===== config.mk =====
export PLATFORM = sky130hd
export DESIGN_NAME = cr_kme_stitcher_ob
export DESIGN_NICKNAME = d
export VERILOG_FILES = /design/src/rtl/cr_kme_stitcher_ob.sv
export SDC_FILE = /design/constraint.sdc
export NUM_CORES = 1
export LEC_CHECK = 0
export ABC_CLOCK_PERIOD_IN_PS = 4600
export BUFFER_PORTS_ARGS = -buffer_cell sky130_fd_sc_hd__buf_2
export CAP_MARGIN = 10
export CORE_ASPECT_RATIO = 1.4
export CORE_MARGIN = 10
export CORE_UTILIZATION = 50
export DETAILED_ROUTE_END_ITERATION = 8
export GPL_TIMING_DRIVEN = 0
export HOLD_SLACK_MARGIN = 0.08
export PLACE_DENSITY = 0.8
export SKIP_CTS_REPAIR_TIMING = 1
export SYNTH_ARGS = -nofsm -noshare
export SYNTH_HDL_FRONTEND = slang
export SYNTH_SLANG_ARGS = --single-unit

===== constraint.sdc =====
create_clock -name clk -period 4.6 [get_ports clk]
set_clock_uncertainty 0.1 [all_clocks]
set_input_delay 0.46 -clock clk [delete_from_list [all_inputs] [get_ports clk]]
set_output_delay 0.46 -clock clk [all_outputs]
set_load 0.1 [all_outputs]

===== src/rtl/cr_kme_stitcher_ob.sv =====
// KME stitcher output stage: pulls from the stitcher into a 2-entry skid buffer,
// presents words on valid/ready, and checks TLV framing and TLV length on the accepted stream.
package cr_kme_stitcher_ob_pkg;
  typedef struct packed {
    logic [63:0] tdata;
    logic [7:0]  tuser;
    logic        tlast;
  } axi4s_dp_bus_t;
endpackage

module cr_kme_stitcher_ob
  import cr_kme_stitcher_ob_pkg::*;
#(
  parameter int LEN_W = 10
) (
  input  logic          clk,
  input  logic          rst_n,
  input  axi4s_dp_bus_t stitcher_out,
  input  logic          stitcher_empty,
  output logic          stitcher_rd,
  output axi4s_dp_bus_t kme_ob_out,
  output logic          kme_ob_valid,
  input  logic          kme_ob_ready,
  output logic          tlv_len_vld,
  output logic [LEN_W-1:0] tlv_len,
  output logic          err_sot_in_tlv,
  output logic          err_orphan,
  output logic          err_tlast
);

  logic [1:0]       r_cnt;
  axi4s_dp_bus_t    r_buf0;
  axi4s_dp_bus_t    r_buf1;
  logic             r_in_tlv;
  logic [LEN_W-1:0] r_len;
  logic             w_push;
  logic             w_pop;
  logic             w_is_sot;
  logic             w_is_eot;
  logic [LEN_W-1:0] w_len_inc;

  // rst_n gating keeps the stitcher untouched while reset is held
  assign stitcher_rd  = rst_n & ~stitcher_empty & (r_cnt != 2'd2);
  assign w_push       = stitcher_rd;
  assign kme_ob_valid = (r_cnt != 2'd0);
  assign w_pop        = kme_ob_valid & kme_ob_ready;
  assign kme_ob_out   = r_buf0;

  always_ff @(posedge clk or negedge rst_n) begin
    if (!rst_n) begin
      r_cnt  <= 2'd0;
      r_buf0 <= '0;
      r_buf1 <= '0;
    end else begin
      case ({w_push, w_pop})
        2'b10: begin
          if (r_cnt == 2'd0) r_buf0 <= stitcher_out;
          else               r_buf1 <= stitcher_out;
          r_cnt <= r_cnt + 2'd1;
        end
        2'b01: begin
          r_buf0 <= r_buf1;
          r_cnt  <= r_cnt - 2'd1;
        end
        2'b11: begin
          // push implies cnt != 2 and pop implies cnt != 0, so exactly one entry is held
          r_buf0 <= stitcher_out;
        end
        default: ;
      endcase
    end
  end

  assign w_is_sot  = (r_buf0.tuser == 8'd1);
  assign w_is_eot  = (r_buf0.tuser == 8'd2);
  assign w_len_inc = (&r_len) ? r_len : r_len + LEN_W'(1);

  always_ff @(posedge clk or negedge rst_n) begin
    if (!rst_n) begin
      r_in_tlv       <= 1'b0;
      r_len          <= '0;
      tlv_len_vld    <= 1'b0;
      tlv_len        <= '0;
      err_sot_in_tlv <= 1'b0;
      err_orphan     <= 1'b0;
      err_tlast      <= 1'b0;
    end else begin
      tlv_len_vld    <= 1'b0;
      err_sot_in_tlv <= 1'b0;
      err_orphan     <= 1'b0;
      err_tlast      <= 1'b0;
      if (w_pop) begin
        err_tlast <= r_buf0.tlast & ~w_is_eot;
        if (w_is_sot) begin
          err_sot_in_tlv <= r_in_tlv;
          r_in_tlv       <= 1'b1;
          r_len          <= LEN_W'(1);
        end else if (!r_in_tlv) begin
          err_orphan <= 1'b1;
        end else begin
          r_len <= w_len_inc;
          if (w_is_eot) begin
            tlv_len_vld <= 1'b1;
            tlv_len     <= w_len_inc;
            r_in_tlv    <= 1'b0;
          end
        end
      end
    end
  end

endmodule


# Word level (Yosys, flattened, before mapping)

Index checks and enable logic that the tools add are counted.

Word-level logic and storage cells: 61
ROM bits: 0
Memories kept: 0
Register bits after elaboration: 173
RAM bits: 0
Bits in latches: 0
Output and inout port bits: 89
Input bits: 77

Eq/ne operators: 7
Add/subtract/negate cells: 3
Divide/modulo/power cells: 0
Shifts and indexed selects: 0
Magnitude comparators: 0
Reductions and logical operators: 10
Muxes and demuxes: 19
Multiply operators: 0
Bitwise operators: 8

Operators by type and width:

| kind                    | count |
|---|---|
| $pmux W73 S3            | 1 |
| $mux W73                | 1 |
| $mux W10                | 3 |
| $mux W1                 | 13 |
| $add A10 B1 Y10 const B | 1 |
| $reduce_and A10 Y1      | 1 |
| $eq A8 B1 Y1 const B    | 1 |
| $eq A8 B2 Y1 const B    | 1 |
| $reduce_and A2 Y1       | 3 |
| $reduce_bool A2 Y1      | 3 |
| $and A1 B1 Y1           | 4 |
| $eq A2 B2 Y1 const B    | 2 |
| $ne A2 B2 Y1 const B    | 2 |
| $not A1 Y1              | 4 |
| $pmux W2 S2             | 1 |
| $reduce_and A4 Y1       | 1 |
| $reduce_bool A3 Y1      | 1 |
| $add A2 B1 Y2 const B   | 1 |
| $eq A2 B1 Y1 const B    | 1 |
| $logic_not A2 Y1        | 1 |
| $sub A2 B1 Y2 const B   | 1 |

# Depth between registers and ports, before layout

Depth in word-level cells: 6
Mapped depth: 8
Mapped depth without buffers: 6

# Worst setup path before layout

No wires, ideal clock.

Path kind: in2reg
Start point: in rst_n
End point: reg r_buf1[10] (netlist bit)
Stages on the path: 7
Library setup time: 0.125 ns
Arrival: 2.406 ns
Path buffers: 1
Path slack: 1.970 ns
Data required time: 4.375 ns
Cell sequence: nor2b_1 -> o21ai_0 -> inv_1 -> ha_1 -> nand2_1 -> clkbuf_1 -> mux2_2

Longest elaborated chain between the ends: 4

RTL lines:

| what                        | RTL line | source |
|---|---|---|
| from (decl)                 | 17       | `input logic rst_n,` |
| $and A1 B1 Y1 (2 in series) | 43       | `assign stitcher_rd = rst_n & ~stitcher_empty & (r_cnt != 2'd2);` |
| net stitcher_rd             | 20       | `output logic stitcher_rd,` |
| $eq A2 B2 Y1                | 55       | `case ({w_push, w_pop})` |
| $reduce_and A2 Y1 (no line) | n/a      |  |
| to (signal assigned)        | 58       | `else r_buf1 <= stitcher_out;` |
| to (decl)                   | 33       | `axi4s_dp_bus_t r_buf1;` |

The timed path passes the listed nets, and every way through them passes these cells.
A chain may end at the register's enable or synchronous reset.

# Final worst setup path

Start point: in rst_n
End point: reg r_buf1[19] (netlist bit)

Longest elaborated chain between the ends: 4

RTL lines:

| what                        | RTL line |
|---|---|
| $and A1 B1 Y1 (2 in series) | 43 |
| $eq A2 B2 Y1                | 55 |
| $reduce_and A2 Y1 (no line) | n/a |

Every way passes these cells.

==> flow_summary.json <==
{
  "status": "finished clean",
  "finalWeightedCongestion": 0.850,
  "starting_density_pct": 50.9,
  "maxcap_violations": 0,
  "ys_async_sr_fraction_pct": 100,
  "synth_top_area_share_pct": 58.6,
  "rows": 52,
  "drc": 0,
  "coreArea_sq_mm": 0.0145,
  "yosys_register_bits": 173,
  "die-area_sq_mm": 0.0201,
  "finalCritPeriodShare_pct": 69.7,
  "floorplan.io_pins": 166,
  "yosys.area.top_type": "dfrtp_1",
  "startpoint_type": "input port",
  "cts_htree_levels": 4,
  "die_width_microns": 123,
  "whs_ns": 0.189,
  "grt_setup_unrepaired": "false",
  "die_height_microns": 164,
  "dp_hpwl_microns": 13500,
  "syn_nets": 700,
  "antennaDiodeCount": 0,
  "synth_sequential_area_ratio_pct": 58.6,
  "globalRoute.totalOverflow": 0,
  "post_route_cells_drive_above_1_share_pct": 34.8,
  "avgViaCountPerCell": 5.30,
  "fillerInstances": 1188,
  "cts_root_buffer": "clkbuf_16",
  "final-setup-viol-count": 0,
  "antenna_found_initial": 0,
  "finalWorstPathRequiredPeriod_ns": 3.21,
  "post_synth_instance_area_sq_mm": 0.00739,
  "kind_of_critical_path": "input port to flip-flop",
  "syn_inst": 620,
  "place.port_buffers": 165,
  "clk_pin_slew_ns": 0.07,
  "routed-via-count": 5333,
  "worst_ep_required_time_ns": 4.80,
  "ys_top_cells_by_area": "dfrtp_1 59%, mux2_2 11%, mux2i_1 10%",
  "detailedRoute.firstIterationViolations": 384,
  "critical_path_arrival_ns": 3.41,
  "synthFlopType": "dfrtp_1",
  "final_nets": 886,
  "worst_pin_slew_ns": 0.790,
  "finalMaxSlewViolations": 0,
  "cts_inserted_buffers": 17,
  "cts.path.max_buffers": 2,
  "worst_setup_path_end_kind": "flip-flop",
  "dr.pass1.iters": 4,
  "final-instance-count-excl-fill": 1007,
  "synthDistinctLibCells": 34,
  "avgSynthCellArea_sq_um": 11.9,
  "hold_class": "input port to flip-flop",
  "synth_enable_flop_cells": 0,
  "cp_max_fo": 87,
  "grt_first_pass_wirelength_microns": 29400,
  "fmax_mhz": 312,
  "route.antenna.remaining_nets": 0,
  "multi_input_area_sq_mm": 0.00288,
  "area_growth_pct": 23.2,
  "clock_tree_from_tritoncts": "yes",
  "final-hold-violation-count": 0,
  "grt_start_max_net_pins": 89,
  "clock_sink_count": 173,
  "first_global_vias": 5689,
  "synthesis.yosys.warnings": 0,
  "dp.cells": 975,
  "max-slew-margin-rel_pct": 47.4,
  "grtUsageTotal_pct": 18.6,
  "post_drt_wl_per_cell_microns": 18.1,
  "postRouteWirelength_microns": 18200,
  "worstSkewPairLatency_ns": 0.41,
  "register_area_sq_mm": 0.00433
}
[worst paths after layout]
| check | from | to | slack (ns) | depth (start not counted) |
|---|---|---|---|---|
| min in group asynchronous | rst_n | tlv_len[1] | 0.51 | 2 |
| setup / recovery | rst_n | r_buf1[19] | 1.39 | 9 |
| hold / removal | stitcher_out[65] | r_buf1[65] | 0.19 | 2 |
| max in group asynchronous | rst_n | r_buf1[49] | 3.06 | 3 |
| hold reg to reg | tlv_len[0] | tlv_len[0] | 0.37 | 2 |
| setup reg to reg | r_cnt[0] | r_buf1[19] | 1.95 | 6 |
[stage by stage]
step	setup WS, ns	setup TNS [ns]	area (sq um)	utilization (%)
2_1_floorplan	1.97	0	7390	-
3_3_place_gp	-0.886	-102.63	8450	58.3
3_5_place_dp	1.47	0	8490	58.5
4_1_cts	1.87	0	9100	62.7
5_1_grt	1.18	0	9110	62.8
6_report	1.39	0	9110	62.8
[area by class of cell]
class | instances | area share [%]
Sequential cell | 173 | 47.5
Multi-Input combinational cell | 402 | 31.6
Timing Repair Buffer | 167 | 9.59
Clock buffer | 22 | 5.21
Tap cell | 189 | 2.60
Buffer | 36 | 1.66
Clock inverter | 9 | 1.46
Inverter | 9 | 0.371
[per-layer routing]
| metal | vias to the layer above | part of all wire (%) | GRT usage [%] |
|---|---|---|---|
| met5 | - | 0 | 0 |
| met4 | 0 | 3.2 | 8.00 |
| met3 | 41 | 6.3 | 5.60 |
| met2 | 142 | 53 | 32.5 |
| met1 | 2623 | 38 | 20.2 |
| li1 | 2527 | - | - |
[flip-flops by register name, indices dropped and copies added, names as in the netlist]
| signal | count |
|---|---|
| err_orphan | 1 |
| err_sot_in_tlv | 1 |
| err_tlast | 1 |
| kme_ob_out | 73 |
| r_buf1 | 73 |
| r_cnt | 2 |
| r_in_tlv | 1 |
| r_len | 10 |
| tlv_len | 10 |
| tlv_len_vld | 1 |
[logic make-up after synthesis]
group / synth area share, %
adders and majority gates: 0.508
DFF: 58.6
and+or+nand+nor: 7.72
muxes: 21.3
xor gates and xnor gates: 1.19
AOI/OAI and AO/OA: 8.23
buffers and inverters: 2.51
[worst max-delay path, stage by stage]
cell and delay (ns):
dlygate4sd3_1 0.56, buf_8 0.27, nor2b_1 0.24, o21ai_0 0.12
inv_1 0.12, ha_1 0.21, nand2_1 0.40, clkbuf_1 0.56
mux2_2 0.41
[cells in the mapped netlist (all sizes together) (3+ instances only)]
library cell    n
nor2            8
mux2           73
inv             9
xnor2           8
a31oi           3
mux2i          75
clkbuf         28
buf             8
ha              3
nand2          94
o21ai          96
nand3           4
nand4           5
a21oi          12
dfrtp         173
and4            3
[cells in the final DEF, fill, tap and decap left out, types with 7 or more instances in the layout]
| cell | netlist | final |
|---|---|---|
| inv_1 | 9 | 9 |
| buf_2 | 7 | 171 |
| o21ai_0 | 94 | 94 |
| dfrtp_1 | 173 | 173 |
| clkbuf_1 | 28 | 30 |
| nand2_1 | 94 | 94 |
| mux2_2 | 73 | 73 |
| mux2i_1 | 75 | 75 |
| nor2_1 | 7 | 7 |
| a21oi_1 | 12 | 12 |
| clkbuf_16 | 0 | 17 |
| xnor2_1 | 8 | 8 |
Power is left out: the tool's default activity adds up to more than one toggle a clock period on the data nets, which glitch-free logic cannot reach.
